<file path="config.mk">
export PLATFORM = sky130hd
export DESIGN_NAME = ff_fault_monitor
export DESIGN_NICKNAME = d
export VERILOG_FILES = /design/src/rtl/ffmon_pkg.sv /design/src/rtl/ffmon_sat_counter.sv /design/src/rtl/ff_fault_monitor.sv
export SDC_FILE = /design/constraint.sdc
export NUM_CORES = 1
export LEC_CHECK = 0
export BUFFER_PORTS_ARGS = -buffer_cell sky130_fd_sc_hd__buf_2
export CAP_MARGIN = 20
export CORE_UTILIZATION = 55
export DETAILED_ROUTE_END_ITERATION = 10
export GPL_TIMING_DRIVEN = 0
export PLACE_DENSITY = 0.85
export SETUP_SLACK_MARGIN = 0.1
export SYNTH_ARGS = -nofsm -noshare
export SYNTH_HDL_FRONTEND = slang
export SYNTH_SLANG_ARGS = --single-unit
</file>
<file path="constraint.sdc">
create_clock -name clk -period 2.6 [get_ports clk]
set_input_delay 0.39 -clock clk [delete_from_list [all_inputs] [get_ports clk]]
set_output_delay 0.39 -clock clk [all_outputs]
set_load 0.005 [all_outputs]
</file>
<file path="src/rtl/ffmon_pkg.sv">
// Shared state encoding and default sizes for the flip-flop fault monitor.
package ffmon_pkg;

    typedef enum logic [2:0] {
        S_IDLE    = 3'd0,
        S_CLEAR   = 3'd1,
        S_LOAD    = 3'd2,
        S_SETTLE  = 3'd3,
        S_MONITOR = 3'd4,
        S_REPORT  = 3'd5
    } state_e;

    localparam int SETTLE_CYCLES = 2;

    localparam int N_DEF       = 8;
    localparam int TIMER_W_DEF = 32;
    localparam int CNT_W_DEF   = 16;

endpackage

</file>
<file path="src/rtl/ffmon_sat_counter.sv">
// Saturating up-counter with synchronous clear; clear wins over increment.
module ffmon_sat_counter #(
    parameter int W = 16
) (
    input  logic         clk,
    input  logic         reset_n,
    input  logic         clr_i,
    input  logic         inc_i,
    output logic [W-1:0] count_o
);

    logic [W-1:0] cnt_q;
    logic [W-1:0] cnt_d;

    always_comb begin
        cnt_d = cnt_q;
        if (clr_i) begin
            cnt_d = '0;
        end else if (inc_i && (cnt_q != '1)) begin
            cnt_d = cnt_q + 1'b1;
        end
    end

    always_ff @(posedge clk or negedge reset_n) begin
        if (!reset_n) begin
            cnt_q <= '0;
        end else begin
            cnt_q <= cnt_d;
        end
    end

    assign count_o = cnt_q;

endmodule

</file>
<file path="src/rtl/ff_fault_monitor.sv">
// Clears, loads and watches the LFI flip-flop target; reports each bit flip as a record.
// Define FFMON_AUTO_RELOAD_EN to re-load and re-arm automatically after each accepted record.
module ff_fault_monitor
    import ffmon_pkg::*;
#(
    parameter int N       = N_DEF,
    parameter int TIMER_W = TIMER_W_DEF,
    parameter int CNT_W   = CNT_W_DEF
) (
    input  logic               clk,
    input  logic               reset_n,
    input  logic               start,
    input  logic               stop,
    input  logic [N-1:0]       pattern,
    output logic               dut_en,
    output logic               dut_reset,
    output logic [N-1:0]       dut_d,
    input  logic [N-1:0]       dut_q,
    output logic               armed,
    output logic               load_err,
    output logic               fault_valid,
    input  logic               fault_ready,
    output logic [N-1:0]       fault_mask,
    output logic [N-1:0]       fault_q,
    output logic [TIMER_W-1:0] fault_time,
    output logic [CNT_W-1:0]   fault_count,
    output logic [2:0]         dbg_state
);

    state_e             state_q, state_d;
    logic [N-1:0]       expected_q, expected_d;
    logic [N-1:0]       q_r;
    logic [TIMER_W-1:0] timer_q, timer_d;
    logic [1:0]         settle_q, settle_d;
    logic               load_err_q, load_err_d;
    logic               fv_q, fv_d;
    logic [N-1:0]       mask_q, mask_d;
    logic [N-1:0]       fq_q, fq_d;
    logic [TIMER_W-1:0] ftime_q, ftime_d;
    logic               stop_pend_q, stop_pend_d;
    logic               cnt_clr;
    logic               cnt_inc;

    // fault_valid/ready handshake: a record is held stable while fault_valid is high and is
    // consumed on the rising edge where fault_ready is sampled high.
    always_comb begin
        state_d     = state_q;
        expected_d  = expected_q;
        timer_d     = timer_q;
        settle_d    = settle_q;
        load_err_d  = load_err_q;
        fv_d        = fv_q;
        mask_d      = mask_q;
        fq_d        = fq_q;
        ftime_d     = ftime_q;
        stop_pend_d = stop_pend_q;
        cnt_clr     = 1'b0;
        cnt_inc     = 1'b0;
        dut_en      = 1'b0;
        dut_reset   = 1'b0;
        dut_d       = '0;
        armed       = 1'b0;

        case (state_q)
            S_IDLE: begin
                if (start) begin
                    expected_d = pattern;
                    load_err_d = 1'b0;
                    cnt_clr    = 1'b1;
                    state_d    = S_CLEAR;
                end
            end
            S_CLEAR: begin
                dut_en    = 1'b1;
                dut_reset = 1'b1;
                state_d   = stop ? S_IDLE : S_LOAD;
            end
            S_LOAD: begin
                dut_en   = 1'b1;
                dut_d    = expected_q;
                settle_d = '0;
                state_d  = stop ? S_IDLE : S_SETTLE;
            end
            S_SETTLE: begin
                dut_d = expected_q;
                if (stop) begin
                    state_d = S_IDLE;
                end else if (settle_q == 2'(SETTLE_CYCLES - 1)) begin
                    if (q_r != expected_q) begin
                        load_err_d = 1'b1;
                        state_d    = S_IDLE;
                    end else begin
                        timer_d = '0;
                        state_d = S_MONITOR;
                    end
                end else begin
                    settle_d = settle_q + 1'b1;
                end
            end
            S_MONITOR: begin
                armed   = 1'b1;
                timer_d = timer_q + 1'b1;
                if (stop) begin
                    state_d = S_IDLE;
                end else if (q_r != expected_q) begin
                    mask_d      = q_r ^ expected_q;
                    fq_d        = q_r;
                    ftime_d     = timer_q;
                    fv_d        = 1'b1;
                    stop_pend_d = 1'b0;
                    state_d     = S_REPORT;
                end
            end
            S_REPORT: begin
                // A stop seen while the record is pending only takes effect after acceptance.
                if (stop) begin
                    stop_pend_d = 1'b1;
                end
                if (fault_ready) begin
                    fv_d    = 1'b0;
                    cnt_inc = 1'b1;
`ifdef FFMON_AUTO_RELOAD_EN
                    state_d = (stop || stop_pend_q) ? S_IDLE : S_LOAD;
`else
                    state_d = S_IDLE;
`endif
                end
            end
            default: begin
                state_d = S_IDLE;
            end
        endcase
    end

    always_ff @(posedge clk or negedge reset_n) begin
        if (!reset_n) begin
            state_q     <= S_IDLE;
            expected_q  <= '0;
            q_r         <= '0;
            timer_q     <= '0;
            settle_q    <= '0;
            load_err_q  <= 1'b0;
            fv_q        <= 1'b0;
            mask_q      <= '0;
            fq_q        <= '0;
            ftime_q     <= '0;
            stop_pend_q <= 1'b0;
        end else begin
            state_q     <= state_d;
            expected_q  <= expected_d;
            q_r         <= dut_q;
            timer_q     <= timer_d;
            settle_q    <= settle_d;
            load_err_q  <= load_err_d;
            fv_q        <= fv_d;
            mask_q      <= mask_d;
            fq_q        <= fq_d;
            ftime_q     <= ftime_d;
            stop_pend_q <= stop_pend_d;
        end
    end

    ffmon_sat_counter #(.W(CNT_W)) u_fault_cnt (
        .clk     (clk),
        .reset_n (reset_n),
        .clr_i   (cnt_clr),
        .inc_i   (cnt_inc),
        .count_o (fault_count)
    );

    assign load_err    = load_err_q;
    assign fault_valid = fv_q;
    assign fault_mask  = mask_q;
    assign fault_q     = fq_q;
    assign fault_time  = ftime_q;
    assign dbg_state   = state_q;

endmodule

</file>
### Word-level counts from Yosys, hierarchy flattened

Index checks and enable logic that the tools add are counted.

| storage, ports and cells | value |
|---|---|
| word-level logic and storage cells | 86 |
| flip-flop bits (word level) | 119 |
| output and inout bits | 80 |
| input bits | 21 |

| operators by class | value |
|---|---|
| reductions and logical operators | 16 |
| muxes and demuxes | 35 |
| $add $sub $neg | 3 |
| eq/ne operators | 19 |
| bitwise operators | 2 |

Operators by type and width:

| kind | number |
|---|---|
| 32-bit two-way mux | 3 |
| 32-bit case mux with 2 select lines | 1 |
| 32-bit by 1-bit adder with 32-bit output, second input constant | 1 |
| 16-bit two-way mux | 2 |
| 3-bit two-way mux | 7 |
| 2-bit inequality test, second input constant | 9 |
| 3-bit case mux with 6 select lines | 1 |
| 16-bit by 1-bit adder with 16-bit output, second input constant | 1 |
| 16-bit inequality test, second input constant | 1 |
| 1-bit two-way mux | 13 |
| 4-bit AND reduction | 3 |
| 2-bit nonzero test | 5 |
| 2-bit two-way mux | 4 |
| 8-bit two-way mux | 1 |
| 8-bit inequality test | 1 |
| 8-bit XOR | 1 |
| 3-bit by 2-bit equality test with 1-bit output, second input constant | 2 |
| 3-bit equality test, second input constant | 2 |
| 3-bit inequality test, second input constant | 2 |
| 3-bit AND reduction | 2 |
| 5-bit AND reduction | 1 |
| 1-bit case mux with 2 select lines | 2 |
| 2-bit case mux with 2 select lines | 1 |
| 2-bit OR reduction | 2 |
| other kinds (7) | 7 |

### Depth between registers and ports, before layout

| logic depth | value |
|---|---|
| depth in word-level cells | 5 |
| gate-level depth with buffers | 9 |
| mapped depth without buffers | 7 |

### By module

Synthesis repeated with hierarchy kept, for this count alone.

| unflattened totals | value |
|---|---|
| cell total of the unflattened synthesis | 488 |
| area, all modules | 5415.2 um2 |

Modules (own cells, without submodules):

| module | area each (um2) | cells an instance | instances | seq. area each (um2) |
|---|---|---|---|---|
| ff_fault_monitor | 4484.3 | 394 | 1 | 2577.5 |
| ffmon_sat_counter | 930.9 | 94 | 1 | 400.4 |

### Least setup slack after synthesis

Ideal clock, no wire load.

| timing | value |
|---|---|
| path kind | reg2reg |
| start point | register state_q[1], in the netlist dbg_state[1] |
| end point | register timer_q[10] |
| clock period less this slack | 2001 ps |
| arrival | 1876 ps |
| path buffers | 2 |
| library setup time | 125 ps |
| cell stages (with the launch flop) | 8 |
| path slack | 599 ps |
| data required time | 2475 ps |
| path through | dfrtp_1 -> buf_6 -> or3b_4 -> buf_6 -> or3_4 -> nor2_2 -> nor2_1 -> mux2_2 |

| on the way | value |
|---|---|
| cells in the longest elaborated chain, start to end | 3 |
| elaborated cells between the ends (all ways) | 8 |
| classes of those cells | eq/ne: 5; mux: 1; reduce/logical: 2 |

RTL lines:

| element | RTL line | RTL |
|---|---|---|
| from (decl) | ff_fault_monitor.sv:30 | `state_e state_q, state_d;` |
| from (signal assigned) | ff_fault_monitor.sv:149 | `state_q <= state_d;` |
| 3-bit by 2-bit equality test with 1-bit output / 3-bit equality test (equally long branches) | ff_fault_monitor.sv:64 | `case (state_q)` |
| 2-bit inequality test (no line) / 2-bit nonzero test (equally long branches) | - |  |
| 4-bit AND reduction (no line) | - |  |
| to (signal assigned) | ff_fault_monitor.sv:152 | `timer_q <= timer_d;` |
| to (decl) | ff_fault_monitor.sv:33 | `logic [TIMER_W-1:0] timer_q, timer_d;` |

Several ways; a longest one is shown, not always the timed one.
A chain may end at the register's enable or synchronous reset.

### Final worst setup path

| timing | value |
|---|---|
| start point | register state_q[1], in the netlist dbg_state[1] |
| end point | output port armed |

| on the way | value |
|---|---|
| cells in the longest elaborated chain, start to end | 2 |

RTL lines:

| element | RTL line | RTL |
|---|---|---|
| 3-bit equality test | ff_fault_monitor.sv:64 |  |
| 1-bit two-way mux | ff_fault_monitor.sv:64 |  |
| to (decl) | ff_fault_monitor.sv:19 | `output logic armed,` |

No other way between the ends.

==> results.txt <==
----------------------------------------------------
[Outcome]
  Status ... completed

[Synthesis]
  Netlist area before placement ... 0.00537 mm^2
  Gate count after technology mapping ... 489
  Ys async rst share ... 1.00
  Portion of synthesized cell area occupied by the leading cell type ... 0.555
  Share of the yosys chip area belonging to registers ... 0.555
  Average size of a mapped cell ... 11.0 um^2
  Synth top area cells ... dfrtp_1 (55%), mux2_2 (8.6%), nand2_1 (4.4%)
  YS warnings ... 0
  Most frequent cell after synthesis ... dfrtp_1
  Number of register bits inferred by synthesis ... 119
  Count of distinct cell types in the synthesized netlist ... 57
  Prevailing post-synth register cell ... dfrtp_1
  Number of nets in the synthesized netlist ... 513
  Number of flops mapped to enable cells by yosys ... 0
  Leading area contributor after synthesis ... dfrtp_1
  List of most frequent post-synthesis cells ... dfrtp_1 (119), nand2_1 (63), mux2_2 (41)

[Setup path]
  Start-to-end type of the worst setup path ... reg2out
  Element type at the critical path end ... output pin
  Critical path startpoint ... dbg_state[1]
  Worst reg-to-reg setup slack ... 0.20 ns
  Critical path arrival ... 2.06 ns
  Critical path launch point type ... flop
  Worst path required time ... 2.21 ns
  Startpoint of the lowest-slack register-to-register path ... q_r[6]
  Register-to-Register Path Depth ... 7
  Highest fanout seen on the critical path ... 10
  Endpoint of the worst register-to-register path ... fault_time[23]

[Finish]
  Total area of multi-input combinational cells ... 0.00225 mm^2
  Share of post-route cells with drive strength above 1 ... 0.323
  Nets@finish ... 646
  Util after Layout ... 0.731
  Area growth syn-to-layout ... 27.0%
  Number of non-filler instances in the completed layout ... 764
  Number of fillers in the final layout ... 641
  Area occupied by registers ... 0.00298 mm^2
  Antenna diode instance count ... 0

[Detailed routing]
  Starting DRT DRC Count ... 210
  Mean number of vias per cell ... 5.84
  Final antenna-violating net count ... 0
  Routed length per instance ... 17.3 um
  Length of the first detailed-routing pass in iterations ... 5
  Final routed DRC violation total ... 0
  Vias post-DR ... 4459
  Wire length reported by the detailed router ... 13200 um

[Clock network]
  Clock H-tree levels ... 4
  CTS tree ... done
  Clock Latency Late Sink ... 0.52 ns
  Clock root buffer ... clkbuf_8
  Clock buffers created by TritonCTS ... 17
  Count of clock tree sinks ... 119
  Post-CTS clock slew at the launch and capture registers of the worst setup and hold paths ... 0.06 ns
  Clock Path Buffers ... 2

[Place]
  Cell count after placement ... 719
  Weighted congestion reported at the end of routability-driven placement ... 0.823
  Number of buffers added on ports ... 100
  HPWL Detailed ... 8710 um
  Pre-CTS setup slack ... 0.223 ns

[Timing]
  Worst setup skew after layout ... 0.00771 ns
  Count of endpoints failing setup in the final report ... 0
  Final count of hold timing violations ... 0
  RSZ-0062 raised after global routing ... no
  Number of max-slew violations in the final report ... 0
  Post-route minimum period ... 2.45 ns
  Transition time at the pin with the least slew margin ... 0.901 ns
  Final worst-path setup slack ... 0.155 ns
  Final period utilization ... 0.940
  Fmax achieved ... 0.409 GHz
  Tightest hold margin ... 0.0660 ns
  Setup_tns ... 0 ns
  Worst-case headroom to the max-slew limit ... 0.398

[Die]
  Initial standard-cell utilization of the core ... 0.575
  IO Count ... 101
  Die X-Extent ... 101 um
  Core footprint ... 0.00933 mm^2
  Row Count ... 35
  Chip height ... 101 um
  Area of the die ... 0.0102 mm^2

[Global routing]
  Total global-route track usage ... 0.276
  Via count of the first global-routing pass ... 4282
  Wire length of the first global-routing pass ... 21100 um
  Initial antenna violation count ... 0
  Largest net degree at the start of global routing ... 70
  Grt ovf ... 0

[Power and ir drop]
  Max IR drop VDD ... 0.000618 V
  Leak ... 3.35 nW
  Power per standard cell area ... 845 mW/mm^2

[Worst hold path]
  Number of cells on the worst hold path ... 3
  Worst hold start ... pattern[6]
  Worst hold path type ... in2reg
  Sink of the worst hold path ... expected_q[6]

[Flow run]
  MaxCap Viol Count ... 0

----------------------------------------------------
==> registers in the layout, indices dropped and copies added, names as in the netlist <==
register	flops
q_r	8
dbg_state	3
timer_q	32
u_fault_cnt.count_o	16
fault_mask	8
settle_q	2
fault_valid	1
expected_q	8
fault_time	32
fault_q	8
load_err	1
==> kinds of logic after synthesis <==
logic type	synth area share
and+or+nand+nor	0.182
AOI/OAI and AO/OA	0.104
muxes	0.0937
DFF	0.555
adders and majority gates	0.00700
xor gates and xnor gates	0.0310
buffers and inverters	0.0275
==> worst max-delay path, stage by stage (launching register included) <==
cell and delay (ns):
dfrtp_1 0.43, buf_6 0.16, or3b_4 0.43, inv_2 0.14
clkbuf_4 0.25, buf_2 0.14
==> worst max-delay path by stage <==
| stage | slack [ns] | end | depth (start not counted) |
|---|---|---|---|
| 3_5_place_dp | 0.22 | fault_time[23] | 6 |
| 6_report | 0.15 | armed | 5 |
| 5_1_grt | 0.10 | fault_time[22] | 7 |
| 3_3_place_gp | -0.22 | u_fault_cnt.count_o[11] | 1 |
| 4_1_cts | 0.11 | armed | 5 |
| 2_1_floorplan | 0.60 | timer_q[10] | 7 |
==> what timing repair did <==
| action | CTS | global route |
|---|---|---|
| setup buffers | 0 | 4 |
| pin swaps | 0 | 3 |
| hold buffers | 9 | 0 |
| gates resized for setup | 1 | 8 |
| setup endpoints to repair | 1 | 35 |
| endpoints found under the hold margin | 58 | 0 |
==> cell type report <==
class | instances | share of cell area
inverters | 8 | 0.00441
clock inverters | 15 | 0.0299
clock buffers | 17 | 0.0608
repair buffers | 114 | 0.0960
plain buffers | 22 | 0.0185
flip-flops and latches | 119 | 0.437
multi-input cells | 340 | 0.330
well taps | 129 | 0.0237
==> per-layer routing <==
metal / GRT usage / part of all wire / vias up
met5: 0 / 0 / -
met4: 0.100 / 0.016 / 0
li1: - / - / 2037
met2: 0.473 / 0.52 / 187
met1: 0.333 / 0.40 / 2211
met3: 0.0791 / 0.066 / 24
==> stage by stage <==
stage	area, um^2	power, W
after floorplan	5370	0.00286
after global placement	6030	0.00322
after detailed placement	6070	0.00329
after CTS	6780	0.00575
after global routing	6820	0.00601
final	6820	0.00576
==> layout by cell type, fill, tap and decap left out, types with 5 or more instances in the layout <==
| master | count |
|---|---|
| a21oi_1 | 8 |
| and2_1 | 9 |
| and3_1 | 8 |
| and4_1 | 5 |
| buf_2 | 106 |
| buf_4 | 5 |
| clkbuf_1 | 8 |
| clkbuf_16 | 16 |
| dfrtp_1 | 119 |
| dlygate4sd3_1 | 9 |
| inv_1 | 7 |
| mux2_2 | 41 |
| nand2_1 | 63 |
| nand3_1 | 32 |
| nand4_1 | 13 |
| nor2_1 | 26 |
| o211ai_1 | 9 |
| o21ai_0 | 40 |
| o31ai_1 | 8 |
| xnor2_1 | 10 |
| xor2_1 | 9 |
==> where the power goes <==
| group | switching [W] | total (W) | internal, W |
|---|---|---|---|
| Clock | 0.000865 | 0.00242 | 0.00156 |
| Sequential | 0.000241 | 0.00235 | 0.00211 |
| Combinational | 0.000542 | 0.000991 | 0.000449 |
(Power assumes the default switching activity.)
